--- src/rtl/freqdiv_pkg.sv ---
// ----------------------------------------------------------------------------
// freqdiv_pkg
// Shared constants and helpers for the programmable frequency divider.
//   - Default widths and the default terminal count (100 MHz in, 1 Hz out).
//   - bin2gray: binary to Gray conversion. It works on a GRAY_MAX_W-bit
//     vector. A caller zero-extends its field into the argument and
//     truncates the result back to the field width.
// No ports (package).
// ----------------------------------------------------------------------------
package freqdiv_pkg;

    localparam int unsigned CNT_W_DEF      = 27;
    localparam logic [26:0] DEF_DIV_DEF    = 27'd49_999_999;
    localparam int unsigned SCAN_W_DEF     = 2;
    localparam int unsigned SCAN_LSB_DEF   = 15;
    localparam int unsigned SCAN_CNT_W_DEF = 17;

    // Widest field bin2gray accepts. Wider scan fields are not expected.
    localparam int unsigned GRAY_MAX_W = 32;

    // The input is zero-extended, so the MSB of the field passes through
    // unchanged. That keeps the truncated result a valid Gray code.
    function automatic logic [GRAY_MAX_W-1:0] bin2gray(input logic [GRAY_MAX_W-1:0] bin);
        return bin ^ (bin >> 1);
    endfunction

endpackage

--- src/rtl/freqdiv_prog_tick_scan_counter.sv ---
// ----------------------------------------------------------------------------
// scan_counter
// Free-running scan counter for display multiplexing. It adds one on every
// clock, independent of the divider enable, and wraps modulo 2^SCAN_CNT_W.
// The SCAN_W-bit field starting at SCAN_LSB is registered out together with
// the counter, so it has no extra latency.
// Optional build macro FREQDIV_GRAY_SCAN_EN: the field is output Gray-coded
// (00,01,11,10 for SCAN_W=2). By default it is plain binary.
// Requires SCAN_CNT_W >= SCAN_LSB + SCAN_W.
// Ports:
//   clk         in   system clock
//   rst_p       in   asynchronous active-high reset
//   scan_ctrl_o out  registered scan select field
// ----------------------------------------------------------------------------
module scan_counter
    import freqdiv_pkg::*;
#(
    parameter int unsigned SCAN_W     = SCAN_W_DEF,
    parameter int unsigned SCAN_LSB   = SCAN_LSB_DEF,
    parameter int unsigned SCAN_CNT_W = SCAN_CNT_W_DEF
) (
    input  logic              clk,
    input  logic              rst_p,
    output logic [SCAN_W-1:0] scan_ctrl_o
);

    logic [SCAN_CNT_W-1:0] scan_cnt_q, scan_cnt_d;
    logic [SCAN_W-1:0]     scan_ctrl_q, scan_ctrl_d;
    logic [SCAN_W-1:0]     field_bin;

    always_comb begin
        scan_cnt_d = scan_cnt_q + SCAN_CNT_W'(1);
        // The field is taken from the next count. The registered select then
        // lines up with the counter bits in the same cycle.
        field_bin  = scan_cnt_d[SCAN_LSB +: SCAN_W];
`ifdef FREQDIV_GRAY_SCAN_EN
        scan_ctrl_d = SCAN_W'(bin2gray(GRAY_MAX_W'(field_bin)));
`else
        scan_ctrl_d = field_bin;
`endif
    end

    // NOTE: state registers use non-blocking assignments, so every flop
    // samples its pre-edge inputs regardless of process evaluation order.
    always_ff @(posedge clk or posedge rst_p) begin
        if (rst_p) begin
            scan_cnt_q  <= '0;
            scan_ctrl_q <= '0;
        end else begin
            scan_cnt_q  <= scan_cnt_d;
            scan_ctrl_q <= scan_ctrl_d;
        end
    end

    assign scan_ctrl_o = scan_ctrl_q;

endmodule

--- src/rtl/freqdiv_prog_tick.sv ---
// ----------------------------------------------------------------------------
// freqdiv_prog_tick
// Programmable clock divider with a tick strobe and a display scan field.
// The divide counter runs from 0 to active_div. At the terminal count it
// wraps, toggles clk_out and pulses tick for one cycle. The output period is
// therefore 2*(active_div+1) cycles.
// New divisors are staged in a shadow register. They take effect only at a
// terminal count, so each half-period finishes with the divisor it started
// with.
// Optional build macro FREQDIV_GRAY_SCAN_EN selects a Gray-coded scan_ctrl.
// See scan_counter.
// Ports:
//   clk        in   system clock
//   rst_p      in   asynchronous active-high reset
//   en         in   divide counter enable
//   div_load   in   one-cycle request to stage div_max
//   div_max    in   requested terminal count (CNT_W bits)
//   clk_out    out  registered 50% divided clock
//   tick       out  registered one-cycle terminal-count pulse
//   scan_ctrl  out  registered display scan select (SCAN_W bits)
// ----------------------------------------------------------------------------
module freqdiv_prog_tick
    import freqdiv_pkg::*;
#(
    parameter int unsigned      CNT_W      = CNT_W_DEF,
    parameter logic [CNT_W-1:0] DEF_DIV    = CNT_W'(DEF_DIV_DEF),
    parameter int unsigned      SCAN_W     = SCAN_W_DEF,
    parameter int unsigned      SCAN_LSB   = SCAN_LSB_DEF,
    parameter int unsigned      SCAN_CNT_W = SCAN_CNT_W_DEF
) (
    input  logic              clk,
    input  logic              rst_p,
    input  logic              en,
    input  logic              div_load,
    input  logic [CNT_W-1:0]  div_max,
    output logic              clk_out,
    output logic              tick,
    output logic [SCAN_W-1:0] scan_ctrl
);

    logic [CNT_W-1:0] cnt_q,        cnt_d;
    logic [CNT_W-1:0] active_div_q, active_div_d;
    logic [CNT_W-1:0] shadow_div_q, shadow_div_d;
    logic             pend_q,       pend_d;
    logic             clk_out_q,    clk_out_d;
    logic             tick_q,       tick_d;
    logic             terminal;

    // cnt never exceeds active_div. The equality compare is the only wrap
    // condition, so there is no overflow path.
    assign terminal = en && (cnt_q == active_div_q);

    always_comb begin
        // NOTE: every combinational output gets a default first, so no path
        // leaves a signal unassigned and no latch is inferred.
        cnt_d        = cnt_q;
        active_div_d = active_div_q;
        shadow_div_d = shadow_div_q;
        pend_d       = pend_q;
        clk_out_d    = clk_out_q ^ terminal;
        tick_d       = terminal;

        if (en) begin
            cnt_d = terminal ? '0 : cnt_q + CNT_W'(1);
        end

        // At a wrap, any staged divisor is applied first.
        if (terminal && pend_q) begin
            active_div_d = shadow_div_q;
            pend_d       = 1'b0;
        end

        // A load in the same cycle overwrites the shadow after the transfer
        // above. The new value then waits for the following wrap. With
        // several loads before a wrap, the last one wins.
        if (div_load) begin
            shadow_div_d = div_max;
            pend_d       = 1'b1;
        end
    end

    always_ff @(posedge clk or posedge rst_p) begin
        if (rst_p) begin
            cnt_q        <= '0;
            active_div_q <= DEF_DIV;
            shadow_div_q <= DEF_DIV;
            pend_q       <= 1'b0;
            clk_out_q    <= 1'b0;
            tick_q       <= 1'b0;
        end else begin
            cnt_q        <= cnt_d;
            active_div_q <= active_div_d;
            shadow_div_q <= shadow_div_d;
            pend_q       <= pend_d;
            clk_out_q    <= clk_out_d;
            tick_q       <= tick_d;
        end
    end

    assign clk_out = clk_out_q;
    assign tick    = tick_q;

    scan_counter #(
        .SCAN_W     (SCAN_W),
        .SCAN_LSB   (SCAN_LSB),
        .SCAN_CNT_W (SCAN_CNT_W)
    ) u_scan_counter (
        .clk         (clk),
        .rst_p       (rst_p),
        .scan_ctrl_o (scan_ctrl)
    );

endmodule

--- config.mk ---
export PLATFORM = sky130hd
export DESIGN_NAME = freqdiv_prog_tick
export DESIGN_NICKNAME = d
export VERILOG_FILES = /design/src/rtl/freqdiv_pkg.sv /design/src/rtl/freqdiv_prog_tick_scan_counter.sv /design/src/rtl/freqdiv_prog_tick.sv
export SDC_FILE = /design/constraint.sdc
export NUM_CORES = 1
export LEC_CHECK = 0
export ABC_CLOCK_PERIOD_IN_PS = 4600
export BUFFER_PORTS_ARGS = -buffer_cell sky130_fd_sc_hd__buf_2
export CAP_MARGIN = 10
export CORE_MARGIN = 1.5
export CORE_UTILIZATION = 35
export DETAILED_ROUTE_END_ITERATION = 12
export MAX_ROUTING_LAYER = met4
export SLEW_MARGIN = 15
export SYNTH_ARGS = -nofsm -noshare
export SYNTH_HDL_FRONTEND = slang
export SYNTH_SLANG_ARGS = --single-unit
--- constraint.sdc ---
create_clock -name clk -period 4.6 [get_ports clk]
set_input_delay 0.23 -clock clk [delete_from_list [all_inputs] [get_ports clk]]
set_output_delay 0.23 -clock clk [all_outputs]
set_load 0.01 [all_outputs]
==> flow_summary.ini, run 1 <==
[sta]
worst_hold_slack_ns = 0.0132
slew_violations = 0
finalHoldViolations = 0
fmax_mhz = 438
post-route-period-util = 0.496
min_period_ns = 2.28
fin_setup_tns_ns = 0
worst_pin_slew_ns = 0.732
layout_setup_ws_ns = 2.32
rsz0062_at_grt = false
setup_violations = 0
fin_skew_ns = 0.00631
slew_headroom = 0.508

[clock_network]
cts_max_level = 3
root_buffer = clkbuf_16
cts_resized = 0
cts_hold_buf = 0
cts.path.max_buffers = 2
postCtsSetupBuffers = 0
cts_tree = yes
clk_pin_slew_ns = 0.07
numCtsBuffers = 9
clkLatencyLatePin_ns = 0.35
clock-sinks = 101

[global_route]
grt_pass1_vias = 2666
grt_pass1_wl_um = 13800
grt_use_total = 0.139
antenna_found_initial = 0
grt_overflow = 0
grt_max_degree = 63

[floorplan]
die_h_um = 117
initial_utilization = 0.359
die_x_um = 117
coreArea_mm2 = 0.0127
ioPinCount = 35
dieArea_mm2 = 0.0137
rows = 41

[route]
drt_wl_total_um = 8330
drt_first_pass_iters = 4
drc = 0
vias = 2653
ant_nets = 0
drt-initial-drc-count = 152
avgRoutedWirePerCell_um = 14.9
avgViaCountPerCell = 4.75

[placed_design]
gp_congestion = 0.862
io_buffers = 34
dp_slack_ns = 2.31
dp.final_hpwl_um = 5730

[critical_path]
r2r-start = cnt_q[3]
start_kind = register
worst-path-max-fanout = 27
end_kind = register
reg2reg_to = active_div_q[18]
worstPathRequired_ns = 4.83
worstPathCellList = xnor2_1, nand4_1, nor4_4, nand3_4, mux2_4
r2r_slack_ns = 2.32
critPathMaxStageDelay_ns = 0.47
worstPathArrival_ns = 2.51
cp_slowest_cell = nand3_4
rr_worst_depth = 5
path_class = register to register

[synth]
synthCells = 348
synth_edf_count = 0
avgSynthCellArea_um2 = 13.1
synth_area_mm2 = 0.00455
seq_area_frac_synth = 0.566
ys_types = 29
yosysWarnings = 0
synthArstFlopShare = 1.00
synth_nets = 381
ys_ff_latch = 101
synth_ff_type = dfrtp_1

[pwr]
p_sw_frac = 0.260
p_int_mw = 1.84
leakagePower_nw = 2.32
peakVddDrop_mv = 0.226
power.switching_mw = 0.649
pwr-share-clk = 0.329
seqPwrFrac = 0.495
p_comb_frac = 0.176
pwr_density_cell_mw_per_mm2 = 480

[layout]
syn2layout_area_growth_pct = 14.2
final_common_cell = dfrtp_1
mostFrequentLayoutCells = dfrtp_1 (65), xnor2_1 (42), dfstp_2 (36), mux2_2 (34), buf_2 (34)
drive_gt1_frac = 0.377
diodes = 0
nets = 415
fill_cells = 1216

[outcome]
status = completed

[min_path]
hold_path_class = primary input to asynchronous set/reset pin

[job]
cap_violations = 0
==> cells in the mapped netlist (11+ instances only) <==
master / count / area (um^2)
dfstp_2: 36 / 946
and3_1: 11 / 68.8
dfrtp_1: 65 / 1630
nor2_1: 28 / 105
xnor2_1: 42 / 368
nand2_1: 16 / 60.1
mux2_2: 34 / 383
nand4_1: 18 / 113
nand3_1: 17 / 85.1
mux2_4: 20 / 300
xor2_1: 26 / 228
==> power groups by stage <==
stage          Clock (mW)  Sequential (mW)  Combinational, mW
4_1_cts             0.842             1.23              0.446
3_5_place_dp            0             1.25              0.442
6_report            0.820             1.23              0.439
5_1_grt             0.878             1.25              0.480
3_3_place_gp            0             1.25              0.437
2_1_floorplan           0             1.20              0.381
==> worst max-delay path by stage <==
stage                                from          endpoint  slack (ns)  cells after the start
after detailed placement         cnt_q[3]  active_div_q[18]        2.31                      5
after CTS                        cnt_q[3]  active_div_q[11]        2.28                      5
final                            cnt_q[3]  active_div_q[18]        2.32                      5
after global routing             cnt_q[7]  active_div_q[11]        2.18                      5
after global placement    active_div_q[3]  active_div_q[11]        2.37                      5
after floorplan                     rst_p  active_div_q[10]        1.78                      1
==> cell type report <==
| class | count | area, um^2 | area share |
|---|---|---|---|
| flip-flops and latches | 101 | 2570 | 0.496 |
| clock inverters | 7 | 97.6 | 0.0188 |
| clock buffers | 9 | 225 | 0.0434 |
| multi-input cells | 231 | 1890 | 0.363 |
| inverters | 4 | 17.5 | 0.00337 |
| repair buffers | 35 | 178 | 0.0342 |
| well taps | 172 | 215 | 0.0415 |
==> metal layers <==
metal  up-vias  wire length [um]  part of all wire  track usage
met2        46              3790              0.45        0.201
met5         -                 0                 0            -
met4         0               130             0.016       0.0450
met1      1330              4090              0.49        0.189
li1       1262                 -                 -            -
met3        15               327             0.039       0.0391
==> registers in the layout, summed over array words and instances (netlist names) <==
name                        count
tick                            1
clk_out                         1
pend_q                          1
u_scan_counter.scan_ctrl_o      1
u_scan_counter.scan_cnt_q      16
shadow_div_q                   27
cnt_q                          27
active_div_q                   27
==> through the flow <==
step / total power, mW / area, um^2 / cells / util
floorplan: 1.58 / 4550 / 348 / -
detailed placement: 1.69 / 4870 / 543 / 0.384
global placement: 1.68 / 4870 / 543 / 0.384
global route: 2.61 / 5190 / 559 / 0.410
CTS: 2.52 / 5190 / 559 / 0.410
finish: 2.49 / 5190 / 559 / 0.410
==> critical path: cells and delay by family, from the launching register on <==
family | cells | cell delay, ns
flip-flops | 1 | 0.46
multiplexers | 1 | 0.45
AND/OR/NAND/NOR | 3 | 1.02
XOR/XNOR | 1 | 0.22
==> kinds of logic (layout without fill, tap and decap cells) <==
kind of cell    after synthesis  count (layout)  share of synthesized area
flops                       101             101                      0.566
simple gates                104             104                      0.124
compound gates                3               3                    0.00413
xor+xnor                     68              68                      0.131
fa+ha+maj                     2               2                    0.00550
mux                          54              54                      0.150
buf+inv                      16              55                     0.0195
Note: power is estimated with default switching activity, not from simulation.
==> inputs of run 2 (changes only) <==
--- a/config.mk
+++ b/config.mk
@@ -5,7 +5,7 @@
 export SDC_FILE = /design/constraint.sdc
 export NUM_CORES = 1
 export LEC_CHECK = 0
-export ABC_CLOCK_PERIOD_IN_PS = 4600
+export ABC_CLOCK_PERIOD_IN_PS = 2200
 export BUFFER_PORTS_ARGS = -buffer_cell sky130_fd_sc_hd__buf_2
 export CAP_MARGIN = 10
 export CORE_MARGIN = 1.5
==> constraint.sdc (replaced) <==
create_clock -name clk -period 2.2 [get_ports clk]
set_input_delay 0.11 -clock clk [delete_from_list [all_inputs] [get_ports clk]]
set_output_delay 0.11 -clock clk [all_outputs]
set_load 0.01 [all_outputs]
==> flow_summary.ini, run 2 (same netlist as run 1, synthesis figures left out) <==
[global_route]
grt_overflow = 0
grtUsageMet2 = 0.209
antenna_found_initial = 0
grt_use_met3 = 0.0299
grt_pass1_vias = 2793
grtUsageMet1 = 0.198
grt_max_degree = 102
grt_pass1_wl_um = 14500
busiest_layer = met2
grt_use_total = 0.145

[placed_design]
io_buffers = 34
dp.final_hpwl_um = 5860
gp_congestion = 0.824

[sta]
rsz0062_at_grt = false
fin_setup_tns_ns = 0
fin_skew_ns = 0.00649
post-route-period-util = 0.915
setup_violations = 0
worst_hold_slack_ns = 0.0106
slew_headroom = 0.565
fmax_mhz = 497
finalHoldViolations = 0
min_period_ns = 2.01
worst_pin_slew_ns = 0.652
slew_violations = 0

[layout]
diodes = 0
fin_util = 0.433
drive_gt1_frac = 0.373
nets = 444
fill_cells = 1199
largestRegisters = active_div_q: 27 flops, cnt_q: 27 flops, shadow_div_q: 27 flops
syn2layout_area_growth_pct = 20.6
mostFrequentLayoutCells = dfrtp_1 (65), xnor2_1 (42), dfstp_2 (36), mux2_2 (34), buf_2 (34)
final_common_cell = dfrtp_1

[route]
drt-initial-drc-count = 172
drc = 0
vias = 2736
avgViaCountPerCell = 4.65
ant_nets = 0
drt_first_pass_iters = 4
drt_wl_total_um = 8460
avgRoutedWirePerCell_um = 14.4

[critical_path]
worst-path-max-fanout = 13
path_class = register to register
worstPathArrival_ns = 2.24
start_kind = register
critical_path.top_delay_family = simple AND/OR/NAND/NOR gates
critPathMaxStageDelay_ns = 0.45
worstPathCellList = xnor2_1, nand4_1, nor3_1, nand2_1, inv_2, buf_4, nor2_1
worstPathRequired_ns = 2.43
worst-path-buf-inv = 2
cp_slowest_cell = dfrtp_1
end_kind = register

[floorplan]
coreArea_mm2 = 0.0127
initial_utilization = 0.359
die_h_um = 117
rows = 41
die_x_um = 117
ioPinCount = 35
dieArea_mm2 = 0.0137

[min_path]
hold_path_class = primary input to register

[outcome]
status = completed

[clock_network]
cts_tree = yes
cts.path.max_buffers = 2
clock-sinks = 101
clkLatencyLatePin_ns = 0.34
root_buffer = clkbuf_16
numCtsBuffers = 9
cts_max_level = 3
clk_pin_slew_ns = 0.07

[job]
cap_violations = 0

[pwr]
peakVddDrop_mv = 0.441
pwr_density_cell_mw_per_mm2 = 954
leakagePower_nw = 2.45
run 2: final cells by class:
class,count,area [um^2],area share
clock buffer,12,268,0.0488
sequential,101,2570,0.469
timing repair buffer,64,470,0.0858
clock inverter,4,52.6,0.00958
tap,172,215,0.0393
multi-input combinational,231,1890,0.344
inverter,4,18.8,0.00342
run 2: timing repair:
action | 4_1_cts | 5_1_grt
hold endpoints to repair | 84 | 0
hold buffers | 20 | 0
setup buffers | 0 | 0
resized for setup | 0 | 0
run 2: path summary, 6_finish.rpt:
check	from	end	slack, ns	cells after the start
worst max-delay path	cnt_q[4]	cnt_q[18]	0.19	7
worst min-delay path	div_max[5]	shadow_div_q[5]	0.01	2
worst max register to register	cnt_q[4]	cnt_q[18]	0.19	7
worst min register to register	u_scan_counter.scan_cnt_q[16]	u_scan_counter.scan_cnt_q[16]	0.46	1
max in group asynchronous	rst_p	active_div_q[3]	1.33	4
min in group asynchronous	rst_p	shadow_div_q[16]	0.47	4
run 2: stage by stage:
step	cell area [um^2]	cells	total power [mW]	setup WS, ns
2_1_floorplan	4550	348	3.30	0.308
3_3_place_gp	4960	552	3.54	0.237
3_5_place_dp	4960	552	3.58	0.225
4_1_cts	5480	588	5.30	0.209
5_1_grt	5480	588	5.52	0.0302
6_report	5480	588	5.23	0.188
run 2: layer usage:
layer	part of all wire	up-vias
li1	-	1322
met1	0.48	1352
met2	0.46	48
met3	0.036	14
met4	0.023	0
met5	0	-
run 2: power breakdown:
group	internal, mW	switching, mW	leakage (nW)
clock network	0.987	0.679	0.158
logic	0.613	0.394	1.07
registers	2.29	0.269	1.23
